$ cat src/rtl/alu_cmd_ctrl_if.sv
// Command and response handshakes between a requester and the alu_cmd_ctrl front-end.
// The master modport belongs to the requester/consumer; the slave modport belongs to the controller.
interface alu_cmd_ctrl_if;
  logic       cmd_valid;
  logic       cmd_ready;
  logic [3:0] cmd_op;
  logic [3:0] cmd_a;
  logic [3:0] cmd_b;
  logic       cmd_use_acc;

  logic       rsp_valid;
  logic       rsp_ready;
  logic [3:0] rsp_x;
  logic [3:0] rsp_y;
  logic [3:0] rsp_op;
  logic       rsp_zero;

  modport master (
    output cmd_valid, cmd_op, cmd_a, cmd_b, cmd_use_acc, rsp_ready,
    input  cmd_ready, rsp_valid, rsp_x, rsp_y, rsp_op, rsp_zero
  );

  modport slave (
    input  cmd_valid, cmd_op, cmd_a, cmd_b, cmd_use_acc, rsp_ready,
    output cmd_ready, rsp_valid, rsp_x, rsp_y, rsp_op, rsp_zero
  );
endinterface

$ cat src/rtl/alu_cmd_ctrl.sv
// Registered command front-end for the 4-bit alu: accept -> drive alu -> capture masked result (2 edges).
// One command in flight; cmd_ready is low in EXEC/RESP and the response holds until rsp_ready.
module alu_cmd_ctrl (
  input  logic               clk,
  input  logic               rst,
  alu_cmd_ctrl_if.slave      bus,
  output logic [3:0]         alu_a,
  output logic [3:0]         alu_b,
  output logic [3:0]         alu_opcode,
  input  logic [3:0]         alu_x,
  input  logic [3:0]         alu_y,
  output logic [3:0]         acc
);

  typedef enum logic [1:0] {
    IDLE = 2'd0,
    EXEC = 2'd1,
    RESP = 2'd2
  } state_t;

  state_t     state;
  state_t     state_nxt;
  logic       accept;
  logic       capture;
  logic       cmd_ready;
  logic       rsp_valid;
  logic [3:0] rsp_x;
  logic [3:0] rsp_y;
  logic [3:0] rsp_op;
  logic       rsp_zero;
  logic [3:0] mask_x;
  logic [3:0] mask_y;

  // The alu only drives the bits an opcode defines; everything else is stale and must be cleared.
  always_comb begin
    mask_x = alu_x;
    mask_y = 4'b0000;
    if (alu_opcode <= 4'b1001) begin
      mask_x = {3'b000, alu_x[0]};
    end else if (alu_opcode == 4'b1010) begin
      mask_y = {3'b000, alu_y[0]};
    end else if (alu_opcode == 4'b1100 || alu_opcode == 4'b1101 ||
                 alu_opcode == 4'b1110) begin
      mask_y = alu_y;
    end
  end

  always_comb begin
    state_nxt = state;
    cmd_ready = 1'b0;
    rsp_valid = 1'b0;
    accept    = 1'b0;
    capture   = 1'b0;
    case (state)
      IDLE: begin
        cmd_ready = !rst;
        if (bus.cmd_valid && !rst) begin
          accept    = 1'b1;
          state_nxt = EXEC;
        end
      end
      EXEC: begin
        capture   = 1'b1;
        state_nxt = RESP;
      end
      RESP: begin
        rsp_valid = 1'b1;
        if (bus.rsp_ready) begin
          state_nxt = IDLE;
        end
      end
      default: begin
        state_nxt = IDLE;
      end
    endcase
  end

  always_ff @(posedge clk) begin
    if (rst) begin
      state      <= IDLE;
      alu_a      <= 4'd0;
      alu_b      <= 4'd0;
      alu_opcode <= 4'd0;
      rsp_x      <= 4'd0;
      rsp_y      <= 4'd0;
      rsp_op     <= 4'd0;
      rsp_zero   <= 1'b1;
      acc        <= 4'd0;
    end else begin
      state <= state_nxt;
      if (accept) begin
        alu_opcode <= bus.cmd_op;
        alu_a      <= bus.cmd_use_acc ? acc : bus.cmd_a;
        alu_b      <= bus.cmd_b;
      end
      if (capture) begin
        rsp_x    <= mask_x;
        rsp_y    <= mask_y;
        rsp_op   <= alu_opcode;
        rsp_zero <= ({mask_y, mask_x} == 8'd0);
        acc      <= mask_x;
      end
    end
  end

  assign bus.cmd_ready = cmd_ready;
  assign bus.rsp_valid = rsp_valid;
  assign bus.rsp_x     = rsp_x;
  assign bus.rsp_y     = rsp_y;
  assign bus.rsp_op    = rsp_op;
  assign bus.rsp_zero  = rsp_zero;

  // A stalled response must not move until the consumer takes it.
  property p_rsp_hold;
    @(posedge clk) disable iff (rst)
      (rsp_valid && !bus.rsp_ready) |=>
        (rsp_valid && $stable(rsp_x) && $stable(rsp_y) && $stable(rsp_op) && $stable(rsp_zero));
  endproperty
  a_rsp_hold: assert property (p_rsp_hold);

  property p_one_in_flight;
    @(posedge clk) disable iff (rst) !(cmd_ready && rsp_valid);
  endproperty
  a_one_in_flight: assert property (p_one_in_flight);

endmodule

$ cat src/flat_wrapper.sv
// flat-port wrapper written by rule: the top's interface ports become plain ports
module alu_cmd_ctrl_flat 
  (clk, rst, alu_a, alu_b, alu_opcode, alu_x, alu_y, acc, bus_cmd_valid, bus_cmd_op, bus_cmd_a, bus_cmd_b, bus_cmd_use_acc, bus_rsp_ready, bus_cmd_ready, bus_rsp_valid, bus_rsp_x, bus_rsp_y, bus_rsp_op, bus_rsp_zero);
  alu_cmd_ctrl_if bus_i ();
  input  logic clk;
  input  logic rst;
  output logic [3:0] alu_a;
  output logic [3:0] alu_b;
  output logic [3:0] alu_opcode;
  input  logic [3:0] alu_x;
  input  logic [3:0] alu_y;
  output logic [3:0] acc;
  input wire logic [$bits(bus_i.cmd_valid)-1:0] bus_cmd_valid;
  input wire logic [$bits(bus_i.cmd_op)-1:0] bus_cmd_op;
  input wire logic [$bits(bus_i.cmd_a)-1:0] bus_cmd_a;
  input wire logic [$bits(bus_i.cmd_b)-1:0] bus_cmd_b;
  input wire logic [$bits(bus_i.cmd_use_acc)-1:0] bus_cmd_use_acc;
  input wire logic [$bits(bus_i.rsp_ready)-1:0] bus_rsp_ready;
  output wire logic [$bits(bus_i.cmd_ready)-1:0] bus_cmd_ready;
  output wire logic [$bits(bus_i.rsp_valid)-1:0] bus_rsp_valid;
  output wire logic [$bits(bus_i.rsp_x)-1:0] bus_rsp_x;
  output wire logic [$bits(bus_i.rsp_y)-1:0] bus_rsp_y;
  output wire logic [$bits(bus_i.rsp_op)-1:0] bus_rsp_op;
  output wire logic [$bits(bus_i.rsp_zero)-1:0] bus_rsp_zero;
  assign bus_i.cmd_valid = bus_cmd_valid;
  assign bus_i.cmd_op = bus_cmd_op;
  assign bus_i.cmd_a = bus_cmd_a;
  assign bus_i.cmd_b = bus_cmd_b;
  assign bus_i.cmd_use_acc = bus_cmd_use_acc;
  assign bus_i.rsp_ready = bus_rsp_ready;
  assign bus_cmd_ready = bus_i.cmd_ready;
  assign bus_rsp_valid = bus_i.rsp_valid;
  assign bus_rsp_x = bus_i.rsp_x;
  assign bus_rsp_y = bus_i.rsp_y;
  assign bus_rsp_op = bus_i.rsp_op;
  assign bus_rsp_zero = bus_i.rsp_zero;
  alu_cmd_ctrl u_core (.clk(clk), .rst(rst), .bus(bus_i), .alu_a(alu_a), .alu_b(alu_b), .alu_opcode(alu_opcode), .alu_x(alu_x), .alu_y(alu_y), .acc(acc));
endmodule
$ cat config.mk
export PLATFORM = sky130hd
export DESIGN_NAME = alu_cmd_ctrl_flat
export DESIGN_NICKNAME = d
export VERILOG_FILES = /design/src/rtl/alu_cmd_ctrl_if.sv /design/src/rtl/alu_cmd_ctrl.sv /design/src/flat_wrapper.sv
export SDC_FILE = /design/constraint.sdc
export NUM_CORES = 1
export LEC_CHECK = 0
export CAP_MARGIN = 20
export CORE_AREA = 2 2 68 51
export DETAILED_ROUTE_END_ITERATION = 7
export DIE_AREA = 0 0 70 53
export PLACE_DENSITY = 0.74
export SYNTH_ARGS = -nofsm -noshare
export SYNTH_HDL_FRONTEND = slang
export SYNTH_SLANG_ARGS = --single-unit
$ cat constraint.sdc
create_clock -name clk -period 1.6 [get_ports clk]
set_input_delay 0.4 -clock clk [delete_from_list [all_inputs] [get_ports clk]]
set_output_delay 0.4 -clock clk [all_outputs]
set_load 0.01 [all_outputs]
==> results of run 1 <==
registers in the layout (all words and copies together) (netlist names):
register,flops
u_core.bus.rsp_zero,1
u_core.bus.rsp_op,4
u_core.state,2
u_core.alu_opcode,4
u_core.alu_a,4
u_core.bus.rsp_y,4
u_core.alu_b,4
u_core.acc,4
cells in the mapped netlist:
cell	n	area share (%)
a211oi_1	5	3.3
a21oi_1	19	8.3
a2bb2oi_1	3	2.3
a311o_1	1	0.88
and2_1	2	1.1
buf_1	1	0.33
buf_12	1	1.8
buf_4	4	2.6
buf_6	2	2.0
clkbuf_1	5	1.6
clkinv_4	1	0.77
dfxtp_1	27	47
mux2i_1	4	3.5
nand2_1	31	10
nand2b_1	4	2.2
nand3b_1	3	2.0
nand4_1	3	1.6
nor2_1	8	2.6
nor2b_1	2	1.1
nor3_1	2	0.88
o21ai_0	1	0.44
o21ba_2	1	0.88
o31ai_1	1	0.66
or3_1	1	0.55
or4b_4	1	1.2
cell families (layout without fill, tap and decap cells):
kind of cell,count (synthesis),in the layout
AOI/OAI and AO/OA,31,31
buffers and inverters,14,72
DFF,27,27
muxes,4,4
and+or+nand+nor,57,57
layout make-up:
| class | count | area, sq um | area share, % |
|---|---|---|---|
| clock buffer | 4 | 45.0 | 2.48 |
| inverter | 1 | 16.3 | 0.897 |
| multi-input combinational | 92 | 502 | 27.7 |
| sequential | 27 | 543 | 29.9 |
| tap | 38 | 47.5 | 2.62 |
| timing repair buffer | 66 | 652 | 35.9 |
| timing repair inverter | 1 | 8.76 | 0.483 |
cells in the final DEF, fill, tap and decap left out, types with 5 or more instances in the layout:
cell             instances
a211oi_1                 5
a21oi_1                 19
buf_4                   10
clkdlybuf4s50_1         34
dfxtp_1                 25
dlygate4sd2_1           10
dlymetal6s2s_1          11
nand2_1                 30
nor2_1                   8
power groups by stage:
stage	sequential, W	combinational (W)	clock (W)
after floorplan	0.000739	0.0000946	0
after global placement	0.000728	0.000235	0
after detailed placement	0.000729	0.000239	0
after CTS	0.000713	0.000241	0.000388
after global routing	0.000717	0.000261	0.000423
final	0.000713	0.000240	0.000378
metrics by stage:
step                util [%]   TNS, ns  instance area (sq um)
finish                  60.1         0                   1810
global route            60.1  -0.00468                   1810
CTS                     58.9         0                   1780
detailed placement      57.0     -4.85                   1720
global placement        57.0     -4.49                   1720
floorplan                  -         0                   1140
worst max-delay path by stage:
stage,cells after the start,endpoint,startpoint
3_3_place_gp,3,bus_cmd_ready,rst
4_1_cts,1,bus_rsp_x[1],u_core.acc[1]
5_1_grt,2,bus_cmd_ready,u_core.state[0]
6_report,1,alu_a[2],u_core.alu_a[2]
3_5_place_dp,3,bus_cmd_ready,rst
2_1_floorplan,7,u_core.alu_b[1],rst
what timing repair did:
action | in CTS | in global routing
gates cloned | 1 | 0
pin swaps | 2 | 2
endpoints found under the setup margin | 24 | 14
buffers inserted | 1 | 0
gates resized for setup | 13 | 13
hold endpoints to repair | 0 | 0
per-layer routing:
layer | track usage (%) | vias to the layer above | share of wire [%]
met5 | 0 | - | 0
met4 | 2.88 | 0 | 0
met3 | 6.29 | 0 | 7.3
met2 | 29.7 | 31 | 47
met1 | 20.7 | 526 | 46
li1 | - | 566 | -
==> metrics.md, run 1 <==
| Metric | Value |
|---|---|
| Outcome | finished clean |
| Max cap viols | 0 |
| Internal power | roughly 0.0010 W |
| Post-synthesis adder-cell area fraction | 0% |
| Min Hold Slack | roughly 0.46 ns |
| Main combinational cell family by area after synthesis | simple AND/OR/NAND/NOR gates |
| Count of cell types in the netlist | 25 |
| Mux contribution to synthesized area | 3.50% |
| DRT iter0 DRCs | 72 |
| Count of final setup violators | 0 |
| Slowest cell on crit path | clkdlybuf4s50_1 |
| Clock power frac | ~28% |
| Switch share | 24.0% |
| HP Start | u_core.bus.rsp_y[3] |
| Initial core utilization | a little under two fifths |
| Pins Over Slew Limit | 0 |
| Dpl cells | 223 |
| #FFs+latches synth | 27 |
| Reg-to-reg slack, setup | 0.10 ns |
| Initial antenna violation count | 0 |
| Area growth, synth to finish | 58.6% |
| Via count | 1,123 |
| Num CTS Buffers | 3 |
| Max incr delay on CP | ~0.54 ns |
| Final hold vios | 0 |
| WP data required | roughly 1.2 ns |
| Vias per inst | 4.90 |
| Clk slew on worst S/H paths | approximately 0.090 ns |
| Antenna Cells | 0 |
| Port bufs | 55 |
| Sequential share of power | 53.6% |
| Layout cells sized above 1 | 11.0% |
| Number of global-route vias before repair | about 1,100 |
| Post-Syn Nets | 158 |
| Peak VDD IR | 603 uV |
| Syn_area_per_cell | about 8.6 sq um |
| TritonRoute pass-1 iters | 4 |
| Post-synthesis simple-gate area fraction | 23.4% |
| Cts hold-fix bufs | 0 |
| Pre-CTS setup slack | -0.428 ns |
| Fin cells | 229 |
| All-Layer GR Usage | 17.1% |
| Leakage power total | 0.864 nW |
| CP Cell Sequence | clkdlybuf4s50_1 |
| Die Area | 0.00371 sq mm |
| Worst skew pair latency | 0.27 ns |
| Synth Area in XOR/XNOR | 0% |
| Syn Std Cell Area | 0.00114 sq mm |
| Worst path bufs/invs | 1 |
| Worst Clk Skew | 0.00378 ns |
| Max frequency | roughly 640 MHz |
| CTS max path bufs | 2 |
| Post-route DRC | 0 |
| Largest net degree at the start of global routing | 27 |
| Warnings from Yosys | 0 |
| Worst Hold Class | flop to flop |
| Row count | 17 |
| Routed WL per cell | 13.1 um |
| R2R depth | 5 |
| Net Sw Power | ~0.00032 W |
| Min setup slack post-route | 0.0438 ns |
| Fillers | ~280 |
| Critical R2R Capture | u_core.alu_b[2] |
| Worst endpoint data arrival time | ~1.2 ns |
| Power Total | 0.00133 W |
| Post-Syn Instances | 133 |
| DIE WIDTH | around 70 um |
| Crit Path Max Fanout | 2 |
| Hold EP | u_core.bus.rsp_y[3] |
| Hold Path Depth | 2 |
| Combinational share of power | 18.1% |
| FF-to-FF Start | u_core.state[0] |
| Clock sink count | 27 |
| CP Class | flop to output port |
| Detail Route Antenna Nets | 0 |
| Total grt overflow | 0 |
| Die height | 53 um |
| Sequential fraction of the synthesis area | 47.3% |
| CP Launch Type | flop |
| I/O pins | 56 |
| Critical path endpoint category | output port |
| PD cells | ~730 mW/mm^2 |
| CTS HTree Levels | 1 |
| HPWL Detailed | 2310 um |
| Worst Max-Slew Pin Slew | 0.465 ns |
| Synth Area in Compound Gates | between 10% and 20% |
| Total core area | 0.00302 sq mm |
| Nets@finish | 217 |
| First-pass GRT wire length | around 4900 um |
| Gpl congestion | 0.796 |
| Root buffer cell | clkbuf_8 |
| Final min period | 1.56 ns |
| Family with the most delay on the worst path | buffers and inverters |
| Relative max-transition margin | 68.7% |
| RSZ-0062 raised after global routing | true |
| Fin crit share | 97.3% |
| Final wirelength | approximately 3000 um |
| CTS tree | built |
Note: power is estimated with default switching activity, not from simulation.
==> run 2, diff against run 1 <==
REMOVE_ABC_BUFFERS = 1   (was not set)
TNS_END_PERCENT = 1   (was not set)
==> metrics.md, run 2 (same netlist as run 1, synthesis figures left out) <==
| Metric | Value |
|---|---|
| Outcome | finished clean |
| Nets@finish | 216 |
| CP Cell Sequence | clkdlybuf4s50_1, or3_1, a311o_1, o31ai_1 |
| CTS tree | built |
| TritonRoute pass-1 iters | 6 |
| Crit Path Max Fanout | 2 |
| Critical path endpoint category | flop |
| Pre-CTS setup slack | -0.438 ns |
| Final wirelength | 2990 um |
| Worst Max-Slew Pin Slew | 0.430 ns |
| R2R depth | 5 |
| Fin cells | 228 |
| Layout cells sized above 1 | 12.6% |
| Peak VDD IR | ~540 uV |
| Detail Route Antenna Nets | 0 |
| Area growth, synth to finish | 59.3% |
| HPWL Detailed | 2270 um |
| Worst Clk Skew | ~0.0024 ns |
| Root buffer cell | clkbuf_8 |
| Die Area | roughly 0.0037 sq mm |
| Clock sink count | 27 |
| CP Launch Type | primary input |
| Count of final setup violators | 0 |
| Most frequent cells in the layout | nand2_1 (31), clkdlybuf4s50_1 (31), dfxtp_1 (22), a21oi_1 (19), dlymetal6s2s_1 (16) |
| Gpl congestion | between 0.8 and 0.9 |
| Row count | 17 |
| Antenna Cells | 0 |
| Pins Over Slew Limit | 0 |
| Routed WL per cell | ~13 um |
| All-Layer GR Usage | between 10% and 20% |
| Hold Path Depth | 2 |
| Met2 wire length | about 1400 um |
| Number of global-route vias before repair | 1,025 |
| RSZ-0062 raised after global routing | false |
| Via count | 1,121 |
| Clk slew on worst S/H paths | roughly 0.09 ns |
| DIE WIDTH | 70 um |
| Routed length on met1 | 1330 um |
| Critical Path Stages | 4 |
| Final hold vios | 0 |
| Dpl cells | between 200 and 250 |
| Fin crit share | a little over nine tenths |
| Die height | about 53 um |
| Leakage power total | around 0.94 nW |
| Initial antenna violation count | 0 |
| Post-route DRC | 0 |
| Power Total | 0.00132 W |
| Total grt overflow | 0 |
| Final min period | 1.57 ns |
| Worst path bufs/invs | 1 |
| Initial core utilization | 37.9% |
| Postcts setup bufs | 0 |
| Relative max-transition margin | just over 70% |
| Reg-to-reg slack, setup | 0.11 ns |
| Num CTS Buffers | 3 |
| Max incr delay on CP | 0.42 ns |
| Slowest cell on crit path | clkdlybuf4s50_1 |
| WP data required | approximately 1.8 ns |
| CTS max path bufs | 2 |
| Vias per inst | approximately 5 |
| Max cap viols | 0 |
| First-pass GRT wire length | roughly 4800 um |
| Worst Hold Class | flop to flop |
| Worst endpoint data arrival time | 1.76 ns |
| Fillers | about 260 |
| Min setup slack post-route | approximately 0.031 ns |
| CP Class | primary input to flop |
| Family with the most delay on the worst path | compound AO/OA/AOI/OAI gates |
| Highest Signal Layer | met4 |
| Max frequency | 637 MHz |
| Largest net degree at the start of global routing | 22 |
| Total core area | 0.00302 sq mm |
| Worst skew pair latency | 0.27 ns |
| PD cells | roughly 730 mW/mm^2 |
| Met3 WL post-DR | 238 um |
| CTS HTree Levels | 1 |
| Port bufs | 55 |
| DRT iter0 DRCs | 33 |
| I/O pins | 56 |
-- run 2: changes by cell type in the layout (fill, tap and decap cells not counted), moves of 3 or more --
cell	delta
dlygate4sd2_1	-3
dfxtp_1	-3
dfxtp_2	+3
clkdlybuf4s50_1	-3
dlymetal6s2s_1	+5
-- run 2: cell type report --
| class | instances | area [sq um] | area share (%) |
|---|---|---|---|
| Clock inverter | 1 | 5.00 | 0.275 |
| Tap cell | 38 | 47.5 | 2.61 |
| Clock buffer | 3 | 41.3 | 2.27 |
| Sequential cell | 27 | 547 | 30.0 |
| Multi-Input combinational cell | 92 | 499 | 27.4 |
| Timing Repair Buffer | 66 | 666 | 36.5 |
| Inverter | 1 | 16.3 | 0.893 |
-- run 2: through the flow --
stage	instance area, sq um	util [%]	hold WS (ns)	TNS (ns)
final	1820	60.3	0.455	0
after detailed placement	1730	57.2	0.446	-5.47
after global routing	1820	60.3	0.485	0
after floorplan	1050	-	0.469	0
after CTS	1770	58.7	0.459	0
after global placement	1730	57.2	0.442	-5.07
-- run 2: repair_timing --
action | CTS | global route
endpoints found under the hold margin | 0 | 0
setup endpoints to repair | 24 | 18
gates resized for setup | 15 | 18
hold buffers | 0 | 0
-- run 2: routing by layer --
| metal | global-route usage [%] | vias to the layer above |
|---|---|---|
| met5 | 0 | - |
| met4 | 4.81 | 0 |
| met3 | 5.52 | 4 |
| met2 | 28.3 | 47 |
| met1 | 20.7 | 504 |
| li1 | - | 566 |
-- run 2: worst paths after layout --
| path | startpoint | end |
|---|---|---|
| worst max-delay path | alu_y[2] | u_core.bus.rsp_zero |
| worst min-delay path | u_core.bus.rsp_op[3] | u_core.bus.rsp_op[3] |
| worst max register to register | u_core.state[1] | u_core.alu_opcode[3] |
| worst min register to register | u_core.bus.rsp_op[3] | u_core.bus.rsp_op[3] |
-- run 2: tightest hold or removal path: stages, from the launching register on --
cell and delay, ns:
dfxtp_1 0.31, nand2_1 0.05, a21oi_1 0.05
-- run 2: report_power, final --
| part | internal, W | total, W | leakage, nW | switching [W] |
|---|---|---|---|---|
| sequential | 0.000696 | 0.000712 | 0.222 | 0.0000157 |
| combinational | 0.000137 | 0.000237 | 0.689 | 0.000100 |
| clock | 0.000174 | 0.000375 | 0.0255 | 0.000200 |
==> run 3, diff against run 2 <==
CORE_AREA = 2 2 71 53   (was 2 2 68 51)
DIE_AREA = 0 0 73 55   (was 0 0 70 53)
GPL_TIMING_DRIVEN = 0   (was not set)
PLACE_DENSITY = 0.72   (was 0.74)
clock period = 1.4 ns   (was 1.6 ns; I/O delays follow)
==> metrics.md, run 3 (same netlist as run 1, synthesis figures left out) <==
| Metric | Value |
|---|---|
| Slowest cell on crit path | or4b_4 |
| Post-route DRC | 0 |
| Worst Clk Skew | 0.00364 ns |
| Root buffer cell | clkbuf_8 |
| All-Layer GR Usage | between 10 and 15% |
| CTS HTree Levels | 1 |
| CP Cell Sequence | clkdlybuf4s50_1, or4b_4, buf_4, nand2_1, a21oi_1 |
| Vias per inst | 4.97 |
| Final wirelength | 2920 um |
| Area growth, synth to finish | 49.8% |
| Fin crit share | 106% |
| Critical path endpoint category | flop |
| Finished Core Util | 51.0% |
| CTS max path bufs | 2 |
| Worst endpoint data arrival time | 1.64 ns |
| Antenna Cells | 0 |
| Detail Route Antenna Nets | 0 |
| Initial core utilization | 34.1% |
| Number of global-route vias before repair | 991 |
| Routed WL per cell | 13.2 um |
| CP Launch Type | primary input |
| Failing checks | setup timing |
| Crit Path Max Fanout | 5 |
| Leakage power total | 0.756 nW |
| TNS Setup | -0.584 ns |
| Clock sink count | 27 |
| HPWL Detailed | 2160 um |
| Pre-CTS setup slack | -1.21 ns |
| Nets@finish | 207 |
| DIE WIDTH | 73 um |
| Max incr delay on CP | between 0.5 and 0.6 ns |
| Outcome | finished, violations left |
| Gpl congestion | 0.687 |
| RSZ-0062 raised after global routing | true |
| Port bufs | 55 |
| PD cells | 872 mW/mm^2 |
| Worst Hold Class | primary input to flop |
| Largest net degree at the start of global routing | 29 |
| Total core area | 0.00336 sq mm |
| CP Class | primary input to flop |
| Total grt overflow | 0 |
| Die height | 55 um |
| Clk slew on worst S/H paths | 0.09 ns |
| Min setup slack post-route | -0.0904 ns |
| Min Hold Slack | 0.368 ns |
| Initial antenna violation count | 0 |
| Max frequency | 671 MHz |
| TritonRoute pass-1 iters | 4 |
| Layout cells sized above 1 | 13.8% |
| Most frequent cells in the layout | nand2_1 (31), dlygate4sd2_1 (28), clkdlybuf4s50_1 (21), a21oi_1 (19), dfxtp_1 (18) |
| Fillers | roughly 320 |
| Final min period | roughly 1.5 ns |
| Worst Max-Slew Pin Slew | 0.411 ns |
| Cts hold-fix bufs | 0 |
| Worst skew pair latency | 0.27 ns |
| Max cap viols | 0 |
| I/O pins | 56 |
| Peak VDD IR | 400 uV |
| Final hold vios | 0 |
| Die Area | 0.00402 sq mm |
| Row count | 18 |
| Relative max-transition margin | roughly 72% |
| Leading cell type in the layout, fill and taps excluded | nand2_1 |
| Count of final setup violators | 12 |
| Via count | 1,099 |
| Pins Over Slew Limit | 0 |
| First-pass GRT wire length | 4480 um |
| CTS tree | built |
| WP data required | around 1.6 ns |
| Num CTS Buffers | 3 |
| DRT iter0 DRCs | 34 |
| Worst path bufs/invs | 2 |
| Family with the most delay on the worst path | buffers and inverters |
## run 3: cell types whose count changed in the layout (fill, tap and decap cells not counted), sizes merged
cell / delta
dlymetal6s2s: -13
buf: -6
clkdlybuf4s15: -1
clkinv: -1
clkdlybuf4s50: -10
clkbuf: +1
dlygate4sd2: +21
## run 3: metrics by stage
step / area [sq um] / total power (W) / instances
2_1_floorplan: 1050 / 0.000921 / 120
3_3_place_gp: 1650 / 0.00108 / 215
3_5_place_dp: 1650 / 0.00108 / 215
4_1_cts: 1680 / 0.00150 / 219
5_1_grt: 1710 / 0.00156 / 221
6_report: 1710 / 0.00149 / 221
## run 3: repair_timing
item | 4_1_cts | 5_1_grt
setup buffers | 0 | 2
endpoints found under the setup margin | 58 | 22
pin swaps | 7 | 0
resized for setup | 55 | 7
## run 3: path summary, 6_finish.rpt
check                 startpoint              endpoint  slack (ns)  cells past startpoint
min                     alu_y[1]   u_core.bus.rsp_y[1]        0.37                      3
max reg2reg      u_core.state[1]  u_core.alu_opcode[1]       -0.02                      4
max                bus_cmd_valid  u_core.alu_opcode[1]       -0.09                      5
min reg2reg  u_core.bus.rsp_y[2]   u_core.bus.rsp_y[2]        0.46                      2
## run 3: layout make-up
cell class              instances  area (sq um)  share of cell area, %
clock buffers                   4          45.0                   2.63
inverters                       1          16.3                  0.950
multi-input cells              92           522                   30.5
flip-flops and latches         27           554                   32.4
well taps                      40          50.0                   2.92
repair buffers                 57           526                   30.7
## run 3: metal layers
layer | wire length, um | up-vias | track usage (%)
met2 | 1380 | 37 | 28.4
met5 | 0 | - | 0
met3 | 220 | 3 | 5.25
li1 | - | 548 | -
met1 | 1300 | 511 | 15.9
met4 | 17 | 0 | 2.78
## run 3: worst reg2reg max path: cells and delay by family, from the launching register on
family | cells | cell delay, ns
buffers and inverters | 1 | 0.18
DFF | 1 | 0.38
and+or+nand+nor | 2 | 0.68
AOI/OAI and AO/OA | 1 | 0.06
## run 3: where the power goes
| group | switching, W | total [W] | internal, W |
|---|---|---|---|
| Sequential | 0.0000251 | 0.000821 | 0.000796 |
| Combinational | 0.000107 | 0.000236 | 0.000129 |
| Clock | 0.000233 | 0.000437 | 0.000204 |
